==> config.mk <==
export PLATFORM = sky130hd
export DESIGN_NAME = cache_lru_scheduler_flat
export DESIGN_NICKNAME = d
export VERILOG_FILES = /design/src/rtl/cache_lru_scheduler_pkg.sv /design/src/rtl/cache_lru_scheduler_if.sv /design/src/rtl/rr_arbiter.sv /design/src/rtl/sync_fifo.sv /design/src/rtl/cache_lru_scheduler.sv /design/src/flat_wrapper.sv
export SDC_FILE = /design/constraint.sdc
export NUM_CORES = 1
export LEC_CHECK = 0
export CAP_MARGIN = 15
export CORE_ASPECT_RATIO = 0.7
export CORE_MARGIN = 2
export CORE_UTILIZATION = 40
export CTS_CLUSTER_DIAMETER = 40
export DETAILED_ROUTE_END_ITERATION = 8
export PLACE_DENSITY_LB_ADDON = 0.2
export REMOVE_ABC_BUFFERS = 1
export SYNTH_ARGS = -nofsm -noshare
export SYNTH_HDL_FRONTEND = slang
export SYNTH_HIERARCHICAL = 1
export SYNTH_SLANG_ARGS = --single-unit
==> constraint.sdc <==
create_clock -name clk -period 7.1 [get_ports clk]
set_input_delay 0.71 -clock clk [delete_from_list [all_inputs] [get_ports clk]]
set_output_delay 0.71 -clock clk [all_outputs]
set_load 0.01 [all_outputs]
==> src/rtl/cache_lru_scheduler_pkg.sv <==
// Shared defaults and width helper for the cache_lru scheduler slice.
package cache_lru_scheduler_pkg;

   localparam int unsigned DEF_NUM_SETS        = 64;
   localparam int unsigned DEF_NUM_WAYS        = 4;
   localparam int unsigned DEF_NUM_REQUESTERS  = 4;
   localparam int unsigned DEF_FILL_FIFO_DEPTH = 4;
   localparam int unsigned DEF_STARVE_LIMIT    = 8;

   // Index width that never collapses to zero bits (NUM_WAYS may be 1).
   function automatic int unsigned idx_width(input int unsigned n);
      return (n > 1) ? $clog2(n) : 1;
   endfunction

endpackage

==> src/rtl/cache_lru_scheduler_if.sv <==
// Fill, access and cache_lru port bundle between the L1 tag/fill path and the scheduler.
interface cache_lru_scheduler_if
   import cache_lru_scheduler_pkg::*;
#(
   parameter int unsigned NUM_SETS       = DEF_NUM_SETS,
   parameter int unsigned NUM_WAYS       = DEF_NUM_WAYS,
   parameter int unsigned NUM_REQUESTERS = DEF_NUM_REQUESTERS
);

   localparam int unsigned SET_W = idx_width(NUM_SETS);
   localparam int unsigned WAY_W = idx_width(NUM_WAYS);

   logic                                        fill_req_valid;
   logic [SET_W-1:0]                            fill_req_set;
   logic                                        fill_req_ready;
   logic                                        fill_rsp_valid;
   logic [SET_W-1:0]                            fill_rsp_set;
   logic [WAY_W-1:0]                            fill_rsp_way;
   logic [NUM_REQUESTERS-1:0]                   access_req;
   logic [NUM_REQUESTERS-1:0][SET_W-1:0]        access_req_set;
   logic [NUM_REQUESTERS-1:0]                   access_grant;
   logic [NUM_REQUESTERS-1:0]                   access_hit_en;
   logic [NUM_REQUESTERS-1:0][WAY_W-1:0]        access_hit_way;
   logic                                        lru_fill_en;
   logic [SET_W-1:0]                            lru_fill_set;
   logic [WAY_W-1:0]                            lru_fill_way;
   logic                                        lru_access_en;
   logic [SET_W-1:0]                            lru_access_set;
   logic                                        lru_access_update_en;
   logic [WAY_W-1:0]                            lru_access_update_way;

   modport master (
      output fill_req_valid, fill_req_set, access_req, access_req_set,
             access_hit_en, access_hit_way, lru_fill_way,
      input  fill_req_ready, fill_rsp_valid, fill_rsp_set, fill_rsp_way,
             access_grant, lru_fill_en, lru_fill_set, lru_access_en,
             lru_access_set, lru_access_update_en, lru_access_update_way
   );

   modport slave (
      input  fill_req_valid, fill_req_set, access_req, access_req_set,
             access_hit_en, access_hit_way, lru_fill_way,
      output fill_req_ready, fill_rsp_valid, fill_rsp_set, fill_rsp_way,
             access_grant, lru_fill_en, lru_fill_set, lru_access_en,
             lru_access_set, lru_access_update_en, lru_access_update_way
   );

endinterface

==> src/rtl/rr_arbiter.sv <==
// Round-robin arbiter: combinational one-hot grant from ptr_q; pointer advances past winner on update_i.
module rr_arbiter #(
   parameter int unsigned N = 4
) (
   input  logic                 clk,
   input  logic                 reset,
   input  logic [N-1:0]         req_i,
   input  logic                 update_i,
   output logic [N-1:0]         grant_o,
   output logic [$clog2(N)-1:0] grant_idx_o
);

   localparam int unsigned IW = $clog2(N);

   logic [IW-1:0] ptr_q;
   logic [IW-1:0] idx;
   logic          found;

   always_comb begin
      grant_o     = '0;
      grant_idx_o = '0;
      found       = 1'b0;
      idx         = '0;
      for (int unsigned i = 0; i < N; i++) begin
         idx = ptr_q + IW'(i);
         if (!found && req_i[idx]) begin
            found        = 1'b1;
            grant_o[idx] = 1'b1;
            grant_idx_o  = idx;
         end
      end
   end

   always_ff @(posedge clk or posedge reset) begin
      if (reset) begin
         ptr_q <= '0;
      end else if (update_i && (|req_i)) begin
         ptr_q <= grant_idx_o + IW'(1);
      end
   end

endmodule

==> src/rtl/sync_fifo.sv <==
// Single-clock FIFO; power-of-two depth, wrap-bit pointers, head visible on data_o.
module sync_fifo #(
   parameter int unsigned WIDTH = 8,
   parameter int unsigned DEPTH = 4
) (
   input  logic             clk,
   input  logic             reset,
   input  logic             push_i,
   input  logic [WIDTH-1:0] data_i,
   input  logic             pop_i,
   output logic [WIDTH-1:0] data_o,
   output logic             full_o,
   output logic             empty_o
);

   localparam int unsigned AW = $clog2(DEPTH);

   logic [AW:0]      wr_q, rd_q;
   logic [WIDTH-1:0] mem_q [DEPTH];
   logic             push_en, pop_en;

   assign empty_o = (wr_q == rd_q);
   assign full_o  = (wr_q[AW] != rd_q[AW]) && (wr_q[AW-1:0] == rd_q[AW-1:0]);
   assign data_o  = mem_q[rd_q[AW-1:0]];
   assign push_en = push_i && !full_o;
   assign pop_en  = pop_i && !empty_o;

   always_ff @(posedge clk or posedge reset) begin
      if (reset) begin
         wr_q <= '0;
         rd_q <= '0;
      end else begin
         if (push_en) wr_q <= wr_q + (AW+1)'(1);
         if (pop_en)  rd_q <= rd_q + (AW+1)'(1);
      end
   end

   always_ff @(posedge clk) begin
      if (push_en) mem_q[wr_q[AW-1:0]] <= data_i;
   end

endmodule

==> src/rtl/cache_lru_scheduler.sv <==
// Time-shares one cache_lru between queued line fills and round-robin tag-lookup requesters;
// fills win unless an access has already waited STARVE_LIMIT fill issues.
module cache_lru_scheduler
   import cache_lru_scheduler_pkg::*;
#(
   parameter int unsigned NUM_SETS        = DEF_NUM_SETS,
   parameter int unsigned NUM_WAYS        = DEF_NUM_WAYS,
   parameter int unsigned NUM_REQUESTERS  = DEF_NUM_REQUESTERS,
   parameter int unsigned FILL_FIFO_DEPTH = DEF_FILL_FIFO_DEPTH,
   parameter int unsigned STARVE_LIMIT    = DEF_STARVE_LIMIT
) (
   input  logic                 clk,
   input  logic                 reset,
   cache_lru_scheduler_if.slave bus
);

   localparam int unsigned SET_W    = idx_width(NUM_SETS);
   localparam int unsigned REQ_W    = $clog2(NUM_REQUESTERS);
   localparam int unsigned STARVE_W = $clog2(STARVE_LIMIT + 1);

   logic                      fifo_full, fifo_empty, fifo_push;
   logic [SET_W-1:0]          fifo_head;
   logic                      access_pending, issue_fill, issue_access;
   logic [NUM_REQUESTERS-1:0] arb_grant;
   logic [REQ_W-1:0]          arb_idx;
   logic [STARVE_W-1:0]       starve_q, starve_d;
   logic                      was_fill_q, was_access_q;
   logic [SET_W-1:0]          rsp_set_q;
   logic [REQ_W-1:0]          gnt_idx_q;

   assign fifo_push      = bus.fill_req_valid && !fifo_full;
   assign access_pending = |bus.access_req;
   assign issue_fill     = !fifo_empty &&
                           (!access_pending || (starve_q < STARVE_W'(STARVE_LIMIT)));
   assign issue_access   = !issue_fill && access_pending;

   sync_fifo #(
      .WIDTH (SET_W),
      .DEPTH (FILL_FIFO_DEPTH)
   ) u_fill_fifo (
      .clk     (clk),
      .reset   (reset),
      .push_i  (fifo_push),
      .data_i  (bus.fill_req_set),
      .pop_i   (issue_fill),
      .data_o  (fifo_head),
      .full_o  (fifo_full),
      .empty_o (fifo_empty)
   );

   // Pointer only moves when the access path actually wins the cycle.
   rr_arbiter #(
      .N (NUM_REQUESTERS)
   ) u_arb (
      .clk         (clk),
      .reset       (reset),
      .req_i       (bus.access_req),
      .update_i    (issue_access),
      .grant_o     (arb_grant),
      .grant_idx_o (arb_idx)
   );

   always_comb begin
      starve_d = starve_q;
      if (!access_pending || issue_access) begin
         starve_d = '0;
      end else if (issue_fill && (starve_q < STARVE_W'(STARVE_LIMIT))) begin
         starve_d = starve_q + STARVE_W'(1);
      end
   end

   always_ff @(posedge clk or posedge reset) begin
      if (reset) begin
         starve_q     <= '0;
         was_fill_q   <= 1'b0;
         was_access_q <= 1'b0;
         rsp_set_q    <= '0;
         gnt_idx_q    <= '0;
      end else begin
         starve_q     <= starve_d;
         was_fill_q   <= issue_fill;
         was_access_q <= issue_access;
         rsp_set_q    <= fifo_head;
         gnt_idx_q    <= arb_idx;
      end
   end

   assign bus.fill_req_ready = !fifo_full;
   assign bus.lru_fill_en    = issue_fill;
   assign bus.lru_fill_set   = fifo_head;
   assign bus.lru_access_en  = issue_access;
   assign bus.lru_access_set = bus.access_req_set[arb_idx];
   assign bus.access_grant   = issue_access ? arb_grant : '0;

   // cache_lru returns the victim way one cycle after lru_fill_en; forwarded unregistered.
   assign bus.fill_rsp_valid        = was_fill_q;
   assign bus.fill_rsp_set          = rsp_set_q;
   assign bus.fill_rsp_way          = bus.lru_fill_way;
   assign bus.lru_access_update_en  = was_access_q && bus.access_hit_en[gnt_idx_q];
   assign bus.lru_access_update_way = bus.access_hit_way[gnt_idx_q];

   a_fill_access_exclusive: assert property (
      @(posedge clk) disable iff (reset) !(bus.lru_fill_en && bus.lru_access_en)
   );

endmodule

==> src/flat_wrapper.sv <==
// flat-port wrapper written by rule: the top's interface ports become plain ports
module cache_lru_scheduler_flat import cache_lru_scheduler_pkg::*;
#(
   parameter int unsigned NUM_SETS        = DEF_NUM_SETS,
   parameter int unsigned NUM_WAYS        = DEF_NUM_WAYS,
   parameter int unsigned NUM_REQUESTERS  = DEF_NUM_REQUESTERS,
   parameter int unsigned FILL_FIFO_DEPTH = DEF_FILL_FIFO_DEPTH,
   parameter int unsigned STARVE_LIMIT    = DEF_STARVE_LIMIT
)
  (clk, reset, bus_fill_req_valid, bus_fill_req_set, bus_access_req, bus_access_req_set, bus_access_hit_en, bus_access_hit_way, bus_lru_fill_way, bus_fill_req_ready, bus_fill_rsp_valid, bus_fill_rsp_set, bus_fill_rsp_way, bus_access_grant, bus_lru_fill_en, bus_lru_fill_set, bus_lru_access_en, bus_lru_access_set, bus_lru_access_update_en, bus_lru_access_update_way);
  cache_lru_scheduler_if #(.NUM_SETS(NUM_SETS), .NUM_WAYS(NUM_WAYS), .NUM_REQUESTERS(NUM_REQUESTERS)) bus_i ();
  input  logic clk;
  input  logic reset;
  input wire logic [$bits(bus_i.fill_req_valid)-1:0] bus_fill_req_valid;
  input wire logic [$bits(bus_i.fill_req_set)-1:0] bus_fill_req_set;
  input wire logic [$bits(bus_i.access_req)-1:0] bus_access_req;
  input wire logic [$bits(bus_i.access_req_set)-1:0] bus_access_req_set;
  input wire logic [$bits(bus_i.access_hit_en)-1:0] bus_access_hit_en;
  input wire logic [$bits(bus_i.access_hit_way)-1:0] bus_access_hit_way;
  input wire logic [$bits(bus_i.lru_fill_way)-1:0] bus_lru_fill_way;
  output wire logic [$bits(bus_i.fill_req_ready)-1:0] bus_fill_req_ready;
  output wire logic [$bits(bus_i.fill_rsp_valid)-1:0] bus_fill_rsp_valid;
  output wire logic [$bits(bus_i.fill_rsp_set)-1:0] bus_fill_rsp_set;
  output wire logic [$bits(bus_i.fill_rsp_way)-1:0] bus_fill_rsp_way;
  output wire logic [$bits(bus_i.access_grant)-1:0] bus_access_grant;
  output wire logic [$bits(bus_i.lru_fill_en)-1:0] bus_lru_fill_en;
  output wire logic [$bits(bus_i.lru_fill_set)-1:0] bus_lru_fill_set;
  output wire logic [$bits(bus_i.lru_access_en)-1:0] bus_lru_access_en;
  output wire logic [$bits(bus_i.lru_access_set)-1:0] bus_lru_access_set;
  output wire logic [$bits(bus_i.lru_access_update_en)-1:0] bus_lru_access_update_en;
  output wire logic [$bits(bus_i.lru_access_update_way)-1:0] bus_lru_access_update_way;
  assign bus_i.fill_req_valid = bus_fill_req_valid;
  assign bus_i.fill_req_set = bus_fill_req_set;
  assign bus_i.access_req = bus_access_req;
  assign bus_i.access_req_set = bus_access_req_set;
  assign bus_i.access_hit_en = bus_access_hit_en;
  assign bus_i.access_hit_way = bus_access_hit_way;
  assign bus_i.lru_fill_way = bus_lru_fill_way;
  assign bus_fill_req_ready = bus_i.fill_req_ready;
  assign bus_fill_rsp_valid = bus_i.fill_rsp_valid;
  assign bus_fill_rsp_set = bus_i.fill_rsp_set;
  assign bus_fill_rsp_way = bus_i.fill_rsp_way;
  assign bus_access_grant = bus_i.access_grant;
  assign bus_lru_fill_en = bus_i.lru_fill_en;
  assign bus_lru_fill_set = bus_i.lru_fill_set;
  assign bus_lru_access_en = bus_i.lru_access_en;
  assign bus_lru_access_set = bus_i.lru_access_set;
  assign bus_lru_access_update_en = bus_i.lru_access_update_en;
  assign bus_lru_access_update_way = bus_i.lru_access_update_way;
  cache_lru_scheduler #(.NUM_SETS(NUM_SETS), .NUM_WAYS(NUM_WAYS), .NUM_REQUESTERS(NUM_REQUESTERS), .FILL_FIFO_DEPTH(FILL_FIFO_DEPTH), .STARVE_LIMIT(STARVE_LIMIT)) u_core (.clk(clk), .reset(reset), .bus(bus_i));
endmodule
[After elaboration in Yosys (flattened, before gate mapping)]
Memory sizes are Yosys's and may differ from the RTL's.
Index checks and enable logic that the tools add are counted.
Storage, ports and cells
  register bits: 22
  memory bits (writable): 24
  bits of input ports: 51
  output and inout bits: 31
  word-level logic and storage cells: 98
  memories: 1
Memories
  u_core.u_fill_fifo.mem_q: depth 4, bits a word 6, read ports 1, clocked after Yosys merged registers in 0, write ports 1, RTL line sync_fifo.sv:19  | logic [WIDTH-1:0] mem_q [DEPTH];
Cells by class
  add/subtract/negate cells: 7
  magnitude comparators: 11
  eq/ne operators: 3
  multiplexer cells: 38
  bitwise gates (word level): 3
  reduce and logical (&&, ||, !) cells: 27
Operator list (number)
  2-to-1 mux 4 bit: 7
  < comparator 2 x 3 -> 1 bit, second input constant: 6
  logical AND 1 bit: 16
  2-to-1 mux 1 bit: 14
  binary-select mux 6 bit (select 2 bit): 1
  bitwise OR 4 bit: 3
  binary-select mux 1 bit (select 2 bit): 5
  2-to-1 mux 2 bit: 5
  demux 1 bit (select 2 bit): 4
  >= comparator 2 x 1 -> 1 bit, second input constant: 4
  logical NOT 1 bit: 7
  adder 3 x 1 -> 3 bit, second input constant: 2
  2-to-1 mux 6 bit: 1
  adder 2 x 1 -> 2 bit, second input constant: 2
  adder 2 bit, second input constant: 2
  adder 4 x 1 -> 4 bit, second input constant: 1
  binary-select mux 2 bit (select 2 bit): 1
  < comparator 4 bit, second input constant: 1
  OR reduction 4 bit: 1
  equality test 3 bit: 1
  equality test 2 bit: 1
  logical OR 1 bit: 2
  nonzero test 2 bit: 1
  inequality test 1 bit: 1

[Depth between registers and ports, before layout]
  depth in word-level cells: 14
  gate-level depth with buffers: 10
  mapped depth without buffers: 8

[Modules after synthesis]
Netlist, hierarchy kept.
By module, submodules not included
  sync_fifo: times used 1, cells an instance 81, area an instance 1373.8 um^2, seq. area each 870.8 um^2
  cache_lru_scheduler: times used 1, cells an instance 46, area an instance 710.7 um^2, seq. area each 350.3 um^2
  rr_arbiter: times used 1, cells an instance 53, area an instance 490.5 um^2, seq. area each 50.0 um^2

[Least setup slack after synthesis]
Ideal clock, no wire load.
  kind: register -> output
  from: register with a tool-made name
  to: output port bus_lru_access_set[0]
  arrival time: 2.642 ns
  required time: 6.390 ns
  slack: 3.748 ns
  stages on the path, launching flop included: 11
  buffers on the path: 2
  path through: dfrtp_1 -> buf_6 -> inv_1 -> ha_1 -> mux4_2 -> nor2b_2 -> o21ai_0 -> and2_4 -> inv_1 -> buf_2 -> mux4_2
RTL lines
  end: declaration: RTL line flat_wrapper.sv:29  | output wire logic [$bits(bus_i.lru_access_set)-1:0] bus_lru_access_set;

==> impl_metrics.csv <==
group,metric,value,unit
run_status,status,"finished, final reports clean",
setup_path,slowest_delay,650,ps
synthesis,synthAdderAreaFrac,5.831,%
layout,fin_area,3495,µm²
synthesis,ys_warn_count,6,
routing,num_vias,1844,
clocking,cts_buffer_depth,2,
synthesis,yosysSeqAreaShare,49.37,%
global_route,grt_overflow,0,
routing,via_per_inst,5.488,
setup_path,worst_ep_required_time,6390,ps
timing,finalSetupViolCount,0,
pwr,power,1.593,mW
layout,nFillCells,508,
clocking,postCtsSetupRepairBufs,0,
floorplan,start_util,41.43,%
timing,skew,5.074,ps
layout,final_core_util,56.22,%
worst_hold_path,hold_class,"flip-flop to flip-flop",
setup_path,critPathTopFamily,"buffers and inverters",
timing,tightest_slew,723.1,ps
pwr,power_density,455.8,nW/µm²
clocking,ctsHoldBuffers,0,
global_route,grt_max_degree,15,
floorplan,die-area,7106,µm²
timing,grt_setup_unrepaired,"false",
routing,dr.first_iter.drc_count,68,
clocking,clkLatencyLatePin,300,ps
synthesis,synth_compound_area_share,10.20,%
layout,antenna_cells,0,
setup_path,cp_num_buf_inv,3,
global_route,grt_pass1_vias,1779,
place,dpl.cell_count,328,
synthesis,synthArstFlopShare,47.83,%
pwr,ir_drop,197.1,µV
setup_path,cp_slowest_cell,"dfrtp_1",
synthesis,synth_top_family_by_area,"multiplexers",
timing,drv_slew,0,
clocking,cts_root_buffer,"clkbuf_8",
synthesis,synth_cell_types,43,
layout,drive_gt1_share,15.12,%
timing,fin_crit_sh,65.69,%
layout,final_common_cell,"clkdlybuf4s50_1",
timing,fin_crit,4664,ps
pwr,leakage,1.309,nW
routing,wl,5960,µm
place,placed_cell_area,3390,µm²
run,cap_violations,0,
timing,report.final.hold_viol_count,0,
routing,ant_nets,0,
synthesis,syn-instance-count,180,
routing,first_pass_iters,4,
synthesis,synth-xor-area-share,4.616,%
synthesis,synthMuxAreaShare,16.62,%
setup_path,critPathCaptureType,"primary output",
global_route,grt_usage,17.36,%
clocking,numClockSinks,46,
setup_path,cp_max_fo,12,
layout,fin_nets,320,
global_route,antenna_found_initial,0,
place,globalplace.congestion,0.8170,
place,pre_cts_ws,2598,ps
floorplan,die_h,71.13,µm
clocking,cts-htree-levels,2,
routing,drc,0,
floorplan,ios,82,
layout,stdcell_count,336,
clocking,cts_tree,"done",
routing,wl_per_cell,17.74,µm
layout,final_cell_mix,"77 x clkdlybuf4s50_1, 24 x edfxtp_1, 22 x dfrtp_1",
setup_path,worst-setup-path-type,"flip-flop to primary output",
clocking,cts_buffers,5,
floorplan,die_w,99.90,µm
place,dp_hpwl,4585,µm
synthesis,synth_edf_count,24,
timing,holdWs,481.7,ps
clocking,cts_resized,0,
layout,area_delta_synth_final,35.71,%
clocking,clk_pin_slew,80,ps
setup_path,path_cells,"inv_1, ha_1, mux4_2, nor2b_2, o21ai_0, and2_4, inv_1, mux4_2, clkdlybuf4s50_1",
place,portBuffers,77,
timing,setup_slack,2436,ps
setup_path,startpoint_type,"flip-flop",
timing,tns,0,ps
setup_path,cp.arrival,3950,ps
floorplan,rows,24,
synthesis,synth-simple-area-share,9.524,%
synthesis,syn_area,2575,µm²
global_route,grt_pass1_wl,9425,µm
synthesis,synth-seq-cells,46,
synthesis,postSynthAreaPerCell,14.31,µm²
synthesis,ys.flop_type,"edfxtp_1",
timing,maxSlewHeadroom,51.39,%
floorplan,core,6216,µm²
timing,max_freq,214.4,MHz
## per-layer routing
metal  GRT usage [%]  part of all wire [%]  vias to the layer above
met5               0                     0                        -
met4           5.023                   1.1                        0
met3           5.040                   9.1                        6
met2           27.25                    46                       89
met1           23.78                    44                      905
li1                -                     -                      844
## where the power goes
group          switching (mW)  total (mW)  internal [mW]
Combinational           0.432       0.938          0.506
Clock                  0.0850       0.176         0.0908
Sequential             0.0994       0.479          0.379
Total                   0.616        1.59          0.977
## worst paths after layout
path                               startpoint                   endpoint  slack, ps  depth (start not counted)
setup reg to reg                    flip-flop        u_core/gnt_idx_q[0]       4350                          7
hold / removal             u_core/starve_q[0]         u_core/starve_q[0]        480                          1
min in group asynchronous               reset      u_core/u_arb/ptr_q[1]        650                          2
hold reg to reg            u_core/starve_q[0]         u_core/starve_q[0]        480                          1
max in group asynchronous               reset  u_core/bus.fill_rsp_valid       5870                          2
setup / recovery                    flip-flop      bus_lru_access_set[3]       2440                          9
## worst reg2reg max path: stages, from the launching register on
cell and delay (ps):
dfrtp_1 650, inv_1 220, ha_1 450, mux4_2 420, nor2b_2 250, o21ai_0 150
and2_4 220, inv_1 270
## cells in the mapped netlist, drive strengths merged, types with 3 or more instances
cell type / count / area [µm²]
edfxtp: 24 / 720.7
a22oi: 8 / 60.06
nor2: 6 / 22.52
mux4: 19 / 427.9
xor2: 5 / 58.81
nor4: 3 / 25.02
nor3b: 4 / 30.03
dfrtp: 22 / 550.5
buf: 6 / 50.04
and2: 3 / 21.27
inv: 12 / 45.04
o21ai: 5 / 25.02
a21oi: 7 / 35.03
nand2b: 6 / 45.04
o31ai: 4 / 30.03
nand3: 3 / 20.02
xnor2: 6 / 60.06
and3: 5 / 31.28
ha: 12 / 150.1
## final cells by class
type	instances	area [µm²]	share of cell area (%)
flip-flops and latches	46	1271	36.38
clock buffers	7	97.59	2.793
inverters	12	45.04	1.289
clock inverters	1	7.507	0.2148
well taps	78	97.59	2.793
multi-input cells	115	1205	34.48
repair buffers	77	770.7	22.06
## sequential cells by signal, indices dropped and copies added, names as in the netlist, named ones only
name,count
u_core/u_fill_fifo/mem_q,24
u_core/u_arb/ptr_q,1
u_core/was_access_q,1
u_core/gnt_idx_q,2
u_core/u_fill_fifo/rd_q,3
u_core/bus.fill_rsp_valid,1
u_core/starve_q,4
u_core/u_fill_fifo/wr_q,3
u_core/bus.fill_rsp_set,6
## kinds of logic (layout without fill, tap and decap cells)
logic type / after synthesis / in the layout
muxes: 19 / 19
DFF: 46 / 46
and+or+nand+nor: 38 / 38
adders and majority gates: 12 / 12
xor gates and xnor gates: 11 / 11
buffers and inverters: 19 / 97
AOI/OAI and AO/OA: 35 / 35
Note: power is estimated with default switching activity, not from simulation.
